### config.mk
export PLATFORM = sky130hd
export DESIGN_NAME = seq_mul
export DESIGN_NICKNAME = d
export VERILOG_FILES = /design/src/rtl/seq_mul_pkg.sv /design/src/rtl/mul_abs.sv /design/src/rtl/seq_mul.sv
export SDC_FILE = /design/constraint.sdc
export NUM_CORES = 1
export LEC_CHECK = 0
export ABC_AREA = 1
export CAP_MARGIN = 20
export CELL_PAD_IN_SITES_DETAIL_PLACEMENT = 0
export CELL_PAD_IN_SITES_GLOBAL_PLACEMENT = 2
export CORE_ASPECT_RATIO = 0.9
export CORE_MARGIN = 2
export CORE_UTILIZATION = 35
export DETAILED_ROUTE_END_ITERATION = 6
export PLACE_DENSITY = 0.93
export RECOVER_POWER = 50
export SYNTH_ARGS = -nofsm -noshare
export SYNTH_HDL_FRONTEND = slang
export SYNTH_SLANG_ARGS = --single-unit
### constraint.sdc
create_clock -name clk -period 3.1 [get_ports clk]
set_input_delay 0.93 -clock clk [delete_from_list [all_inputs] [get_ports clk]]
set_output_delay 0.93 -clock clk [all_outputs]
set_load 0.02 [all_outputs]
### src/rtl/seq_mul_pkg.sv
// ============================================================================
// Module   : seq_mul_pkg
// Brief    : Shared state encoding and mode constants for the sequential multiplier.
// Revision : 1.0 - initial release
// ============================================================================
`default_nettype none

package seq_mul_pkg;

  typedef enum logic [1:0] {
    IDLE = 2'd0,
    CALC = 2'd1,
    FIN  = 2'd2
  } state_t;

  localparam logic MODE_UNSIGNED = 1'b0;
  localparam logic MODE_SIGNED   = 1'b1;

endpackage

`default_nettype wire

### src/rtl/mul_abs.sv
// ============================================================================
// Module   : mul_abs
// Brief    : Operand magnitude/sign split; the magnitude of the most negative
//            value still fits in WIDTH unsigned bits.
// Revision : 1.0 - initial release
// ============================================================================
`default_nettype none

module mul_abs
  import seq_mul_pkg::*;
#(
  parameter int WIDTH = 6
) (
  input  logic [WIDTH-1:0] value,
  input  logic             sel,
  output logic [WIDTH-1:0] mag,
  output logic             sgn
);

  assign sgn = (sel == MODE_SIGNED) & value[WIDTH-1];
  assign mag = sgn ? (~value + WIDTH'(1)) : value;

endmodule

`default_nettype wire

### src/rtl/seq_mul.sv
// ============================================================================
// Module   : seq_mul
// Brief    : Multi-cycle shift-add multiplier, signed/unsigned per operation,
//            full 2*WIDTH-bit product with a start/done handshake.
// Revision : 1.0 - initial release
// ============================================================================
`default_nettype none

module seq_mul
  import seq_mul_pkg::*;
#(
  parameter int WIDTH = 6
) (
  input  logic                 clk,
  input  logic                 rst_n,
  input  logic                 start,
  input  logic                 sel,
  input  logic [WIDTH-1:0]     a,
  input  logic [WIDTH-1:0]     b,
  output logic                 busy,
  output logic                 done,
  output logic [2*WIDTH-1:0]   out
);

  localparam int CW = (WIDTH > 1) ? $clog2(WIDTH) : 1;
  localparam logic [CW-1:0] c_last = CW'(WIDTH - 1);

  state_t              r_state;
  state_t              w_state_nxt;
  logic [WIDTH-1:0]    r_mag_a;
  logic [WIDTH-1:0]    r_mag_b;
  logic                r_neg;
  logic [2*WIDTH-1:0]  r_acc;
  logic [CW-1:0]       r_cnt;
  logic [2*WIDTH-1:0]  r_out;
  logic                r_done;

  logic [WIDTH-1:0]    w_mag_a;
  logic [WIDTH-1:0]    w_mag_b;
  logic                w_sgn_a;
  logic                w_sgn_b;
  logic [2*WIDTH-1:0]  w_addend;

  mul_abs #(.WIDTH(WIDTH)) u_abs_a (
    .value (a),
    .sel   (sel),
    .mag   (w_mag_a),
    .sgn   (w_sgn_a)
  );

  mul_abs #(.WIDTH(WIDTH)) u_abs_b (
    .value (b),
    .sel   (sel),
    .mag   (w_mag_b),
    .sgn   (w_sgn_b)
  );

  assign w_addend = {{WIDTH{1'b0}}, r_mag_a} << r_cnt;

  always_ff @(posedge clk or negedge rst_n) begin
    if (!rst_n) begin
      r_state <= IDLE;
    end else begin
      r_state <= w_state_nxt;
    end
  end

  always_comb begin
    w_state_nxt = r_state;
    case (r_state)
      IDLE:    if (start) w_state_nxt = CALC;
      CALC:    if (r_cnt == c_last) w_state_nxt = FIN;
      FIN:     w_state_nxt = IDLE;
      default: w_state_nxt = IDLE;
    endcase
  end

  always_ff @(posedge clk or negedge rst_n) begin
    if (!rst_n) begin
      r_mag_a <= '0;
      r_mag_b <= '0;
      r_neg   <= 1'b0;
      r_acc   <= '0;
      r_cnt   <= '0;
      r_out   <= '0;
      r_done  <= 1'b0;
    end else begin
      r_done <= 1'b0;
      case (r_state)
        IDLE: begin
          if (start) begin
            r_mag_a <= w_mag_a;
            r_mag_b <= w_mag_b;
            r_neg   <= w_sgn_a ^ w_sgn_b;
            r_acc   <= '0;
            r_cnt   <= '0;
          end
        end
        CALC: begin
          if (r_mag_b[0]) r_acc <= r_acc + w_addend;
          r_mag_b <= r_mag_b >> 1;
          r_cnt   <= r_cnt + CW'(1);
        end
        FIN: begin
          // Negating zero yields zero, so no special case is needed.
          r_out  <= r_neg ? (~r_acc + (2*WIDTH)'(1)) : r_acc;
          r_done <= 1'b1;
        end
        default: ;
      endcase
    end
  end

  assign busy = (r_state != IDLE);
  assign done = r_done;
  assign out  = r_out;

endmodule

`default_nettype wire

; ---- After elaboration in Yosys (flattened, before gate mapping)
; Cells that the tools add are included.
[word_totals]
input_bits = 16
reg_bits = 43
[classes]
n_reduce_logical = 7
muxes = 14
addsub = 5
bitwise_logic = 6
shifts = 1
eq_ne = 6
[op_table]
columns = cell, n
row1 = $mux 12, 3
row2 = $pmux 12 s2, 1
row3 = $mux 6, 3
row4 = $add 12x1->12 const B, 1
row5 = $add 12x12->12, 1
row6 = $add 6x1->6 const B, 2
row7 = $not 12->12, 1
row8 = $not 6->6, 2
row9 = $pmux 6 s2, 1
row10 = $shl 6x3->12, 1
row11 = $ne 2x2->1 const B, 3
row12 = $pmux 3 s2, 1
row13 = $reduce_and 2->1, 3
row14 = $mux 2, 2
row15 = $pmux 2 s2, 1
row16 = $reduce_bool 2->1, 2
row17 = $add 3x1->3 const B, 1
row18 = $eq 3x3->1 const B, 1
row19 = $mux 3, 1
row20 = $reduce_and 3->1, 1
row21 = $and 1x1->1, 2
row22 = $eq 2x1->1 const B, 1
row23 = $eq 2x2->1 const B, 1
row24 = $logic_not 2->1, 1
row25 = 2 further kinds, 2

; ---- Depth between registers and ports, before layout
[logic_depth]
word_depth = 5
mapped_depth = 17
depth_no_buf = 17

; ---- Hierarchy
; Synthesis repeated with hierarchy kept, for this count alone.
[unflattened]
cells_unflattened = 443
area_unflattened_um2 = 3130.5
[by_module_without_submodules]
columns = mod, seq_area_each_um2, cells_per_inst, area_per_inst_um2, n_inst
row1 = seq_mul, 1076.0, 391, 2862.7, 1
row2 = mul_abs, 0.0, 26, 133.9, 2

; ---- Worst setup path before layout
; OpenSTA, ideal clock, no wires.
[synth_path]
path_kind = reg2reg
startpoint = register r_cnt[2]
endpoint = register r_acc[8]
t_required_ps = 3017
arrival_time_ps = 1989
period_less_slack_ps = 2071
stages_incl_launch_ff = 15
setup_ps = 83
setup_slack_ps = 1029
path_buffers = 2
cell_sequence = dfrtp_1 > clkbuf_1 > buf_2 > nor3_1 > ha_1 > fa_1 > inv_1 > nor2_1 > nor2_1 > inv_1 > nand2_1 > nand2_1 > nand2_1 > nand2_1 > o21ai_0
[synth_between]
elab_chain_cells = 4
[synth_rtl]
columns = item, line_no
row1 = from (decl), seq_mul.sv:34  ; logic [CW-1:0] r_cnt;
row2 = from (signal assigned), seq_mul.sv:102  ; r_cnt <= r_cnt + CW'(1);
row3 = $shl 6x3->12, seq_mul.sv:58  ; assign w_addend = {{WIDTH{1'b0}}, r_mag_a} << r_cnt;
row4 = $add 12x12->12, seq_mul.sv:100  ; if (r_mag_b[0]) r_acc <= r_acc + w_addend;
row5 = $mux 12, seq_mul.sv:100
row6 = $pmux 12 s2, seq_mul.sv:89  ; case (r_state)
row7 = to (signal assigned), seq_mul.sv:100
row8 = to (decl), seq_mul.sv:33  ; logic [2*WIDTH-1:0] r_acc;
; Every way passes these cells. The select of a mux whose other input is x is not followed.
; A chain may end at the register's enable or synchronous reset.

; ---- Worst setup path in the final report
[layout_path]
startpoint = register r_cnt[1]
endpoint = register r_acc[11]
; The elaborated chain is that of the path after synthesis.

==> flow_metrics.tcl <==
set metrics [dict create \
    critical_path_peak_fanout 13 \
    layout.cells.non_filler 557 \
    drtAntennaViolNets 0 \
    start_util_pct 36.4 \
    cp_slowest_cell "dfrtp_1" \
    ioPinCount 30 \
    core_region_area_um2 8150 \
    critPathArrivalTime_ns 2.79 \
    gp_congestion 0.896 \
    path_delay_family "simple AND/OR/NAND/NOR gates" \
    tightestPinTransition_ns 1.21 \
    yosysWarnings 0 \
    n_fill_cell 863 \
    gr-usage-all-layers_pct 16.4 \
    clockBufferDepth 2 \
    syn_area_per_cell_um2 6.93 \
    die_area_um2 9220 \
    post-route-period-util_pct 81.9 \
    die_w_um 101 \
    min_path_type "reg2reg" \
    fin_crit_ns 2.54 \
    area_delta_synth_final_pct 16.2 \
    dp_hpwl_um 5660 \
    setup_ws_ns 0.560 \
    cts_buffers 5 \
    drt_iter0_drc 245 \
    synth-seq-cells 43 \
    rsz0062_at_grt "no" \
    total_power_mw 3.50 \
    crit_chain "clkinv_1 -> o21ai_0 -> o21ai_0 -> ha_1 -> nand2_1 -> nor2_1 -> nand2_1 -> nor2_1 -> nor2_1 -> nand2_1 -> nand3_1 -> nand2_1" \
    ys_seq_area_share_pct 36.3 \
    ir_drop_uv 309 \
    routed_wl_um 7270 \
    utilization_pct 42.3 \
    clock_sinks 43 \
    final_max_slew_viol_count 0 \
    htreeDepth 2 \
    vias 2704 \
    async_reset_ff_share_pct 100 \
    grt_max_degree 44 \
    fin_skew_ns 0.0170 \
    firstDrtPassIters 5 \
    endpoint_kind "flop" \
    finalHoldViolations 0 \
    status "completed" \
    synth_flop_cell "dfrtp_1" \
    drc 0 \
    antenna_found_initial 0 \
    fin_hold_ws_ns 0.485 \
    vias_per_cell 4.85 \
    cts_hold_buf 0 \
    synth_fp_nets 461 \
    crit_top_cell "nand2_1" \
    io_buffers 29 \
    path_clk_slew_ns 0.10 \
    nNetsFinal 490 \
    max_stage_delay_ns 0.56 \
    cts_setup_buffers 0 \
    syn-cell-area_um2 2960 \
    placed_cells 548 \
    grt_pass1_vias 2396 \
    cp.required_ns 3.35 \
    gr-total-overflow 0 \
    post_cts_resized 0 \
    root_buffer "clkbuf_8" \
    maxCapViolations 0 \
    cts_tree "built" \
    fmax_mhz 394 \
    grt_pass1_wl_um 12000 \
    syn_inst 428 \
    setup_viol 0 \
    post_dp_cell_area_um2 3320 \
    power_density_nw_per_um2 1020 \
    setup_tns_ns 0 \
    die_y_um 91.3 \
    pre_cts_ws_ns 0.584 \
    n_antenna_cell 0 \
    yosys.cell_types.count 34 \
    fp-row-count 31 \
    crit_buf_inv 1 \
    wl_per_cell_um 13.0 \
    cp-start-kind "flop" \
    slew-limit-headroom_pct 19.5 \
    drive_gt1_share_pct 3.49 \
    p_leak_nw 1.76 \
    path_class "reg2reg" \
    clk_latency_ns 0.30 \
    stdcell_area_um2 3440 \
    synth-edff-count 0 \
]
path summary, 6_finish.rpt:
path	start	slack [ns]	end	depth (start not counted)
setup / recovery	r_cnt[1]$_DFFE_PN0P_	0.56	r_acc[11]$_DFFE_PN0P_	12
hold / removal	out[11]$_DFFE_PN0P_	0.48	out[11]$_DFFE_PN0P_	2
setup reg to reg	r_cnt[1]$_DFFE_PN0P_	0.56	r_acc[11]$_DFFE_PN0P_	12
hold reg to reg	out[11]$_DFFE_PN0P_	0.48	out[11]$_DFFE_PN0P_	2
max in group asynchronous	rst_n	0.59	out[11]$_DFFE_PN0P_	2
min in group asynchronous	rst_n	0.75	r_acc[9]$_DFFE_PN0P_	1
report_power, final:
part / internal [mW] / leakage (nW) / switching (mW)
Combinational: 0.736 / 1.15 / 1.26
Clock: 0.240 / 0.0581 / 0.216
Sequential: 0.789 / 0.551 / 0.252
Total: 1.77 / 1.76 / 1.73
layer usage:
metal | share of wire, % | GRT usage [%] | vias to the layer above
li1 | - | - | 1440
met1 | 53 | 26.5 | 1193
met2 | 41 | 22.1 | 67
met3 | 4.7 | 3.31 | 4
met4 | 0.98 | 3.72 | 0
met5 | 0 | 0 | -
cells by family (layout without fill, tap and decap cells):
group | after synthesis | count (layout) | share of synthesized area, %
compound gates | 70 | 70 | 12.8
buf+inv | 67 | 97 | 9.20
simple gates | 221 | 221 | 31.2
flops | 43 | 43 | 36.3
mux | 2 | 2 | 0.675
xor+xnor | 8 | 8 | 2.36
fa+ha+maj | 17 | 17 | 7.43
cells in the final DEF (no fill, tap or decap):
master,Yosys,layout
a21oi_1,15,15
nand2_1,137,137
xor2_1,7,7
nor2_2,2,1
clkbuf_8,0,5
nand4_1,5,5
bufinv_16,0,1
clkinv_1,1,1
o21ai_0,41,41
dfrtp_1,43,43
o22ai_1,3,3
nor3_1,4,4
nor2_1,32,33
clkinv_4,0,1
dlymetal6s4s_1,0,1
o21ai_1,1,1
o31ai_1,2,2
inv_2,3,2
xnor2_1,1,1
inv_1,55,56
or2_1,1,1
nand2_2,1,1
a31oi_1,1,1
mux2i_1,2,2
a22oi_1,3,3
nor2_4,2,2
o211ai_1,1,1
nand2_4,1,1
nand3_1,36,36
clkbuf_1,3,1
clkinv_2,0,1
fa_1,1,1
o221ai_1,1,1
o21bai_1,1,1
clkdlybuf4s50_1,0,28
ha_1,16,16
o21ai_2,1,1
sequential cells by signal (all words and copies together) (netlist names):
| name | count |
|---|---|
| out | 12 |
| r_acc | 12 |
| r_state | 2 |
| r_cnt | 3 |
| r_mag_a | 6 |
| r_neg | 1 |
| done | 1 |
| r_mag_b | 6 |
worst register-to-register path: stages, from the launching register on:
cell and delay (ns):
dfrtp_1 0.56, clkinv_1 0.29, o21ai_0 0.32, o21ai_0 0.13, ha_1 0.38, nand2_1 0.13
nor2_1 0.20, nand2_1 0.08, nor2_1 0.15, nor2_1 0.07, nand2_1 0.06, nand3_1 0.06
nand2_1 0.07
synth_stat cells (2+ instances only):
cell,number,area (um^2)
mux2i_1,2,20.0
nand4_1,5,31.3
xor2_1,7,61.3
o31ai_1,2,15.0
ha_1,16,200
inv_2,3,11.3
buf_6,2,22.5
nand2_1,137,514
clkbuf_1,3,11.3
a22oi_1,3,22.5
nor2_1,32,120
nor3_1,4,20.0
nor2_4,2,22.5
o21ai_0,41,205
inv_1,55,206
nand3_1,36,180
dfrtp_1,43,1080
o22ai_1,3,18.8
nor2_2,2,12.5
buf_2,2,10.0
a21oi_1,15,75.1
final cells by class:
cell class | count | area [um^2] | area share, %
inverters | 59 | 221 | 6.43
flip-flops and latches | 43 | 1080 | 31.2
repair buffers | 30 | 297 | 8.61
multi-input cells | 318 | 1610 | 46.8
clock buffers | 5 | 68.8 | 2.00
clock inverters | 3 | 43.8 | 1.27
well taps | 99 | 124 | 3.60
Note: power is estimated with default switching activity, not from simulation.
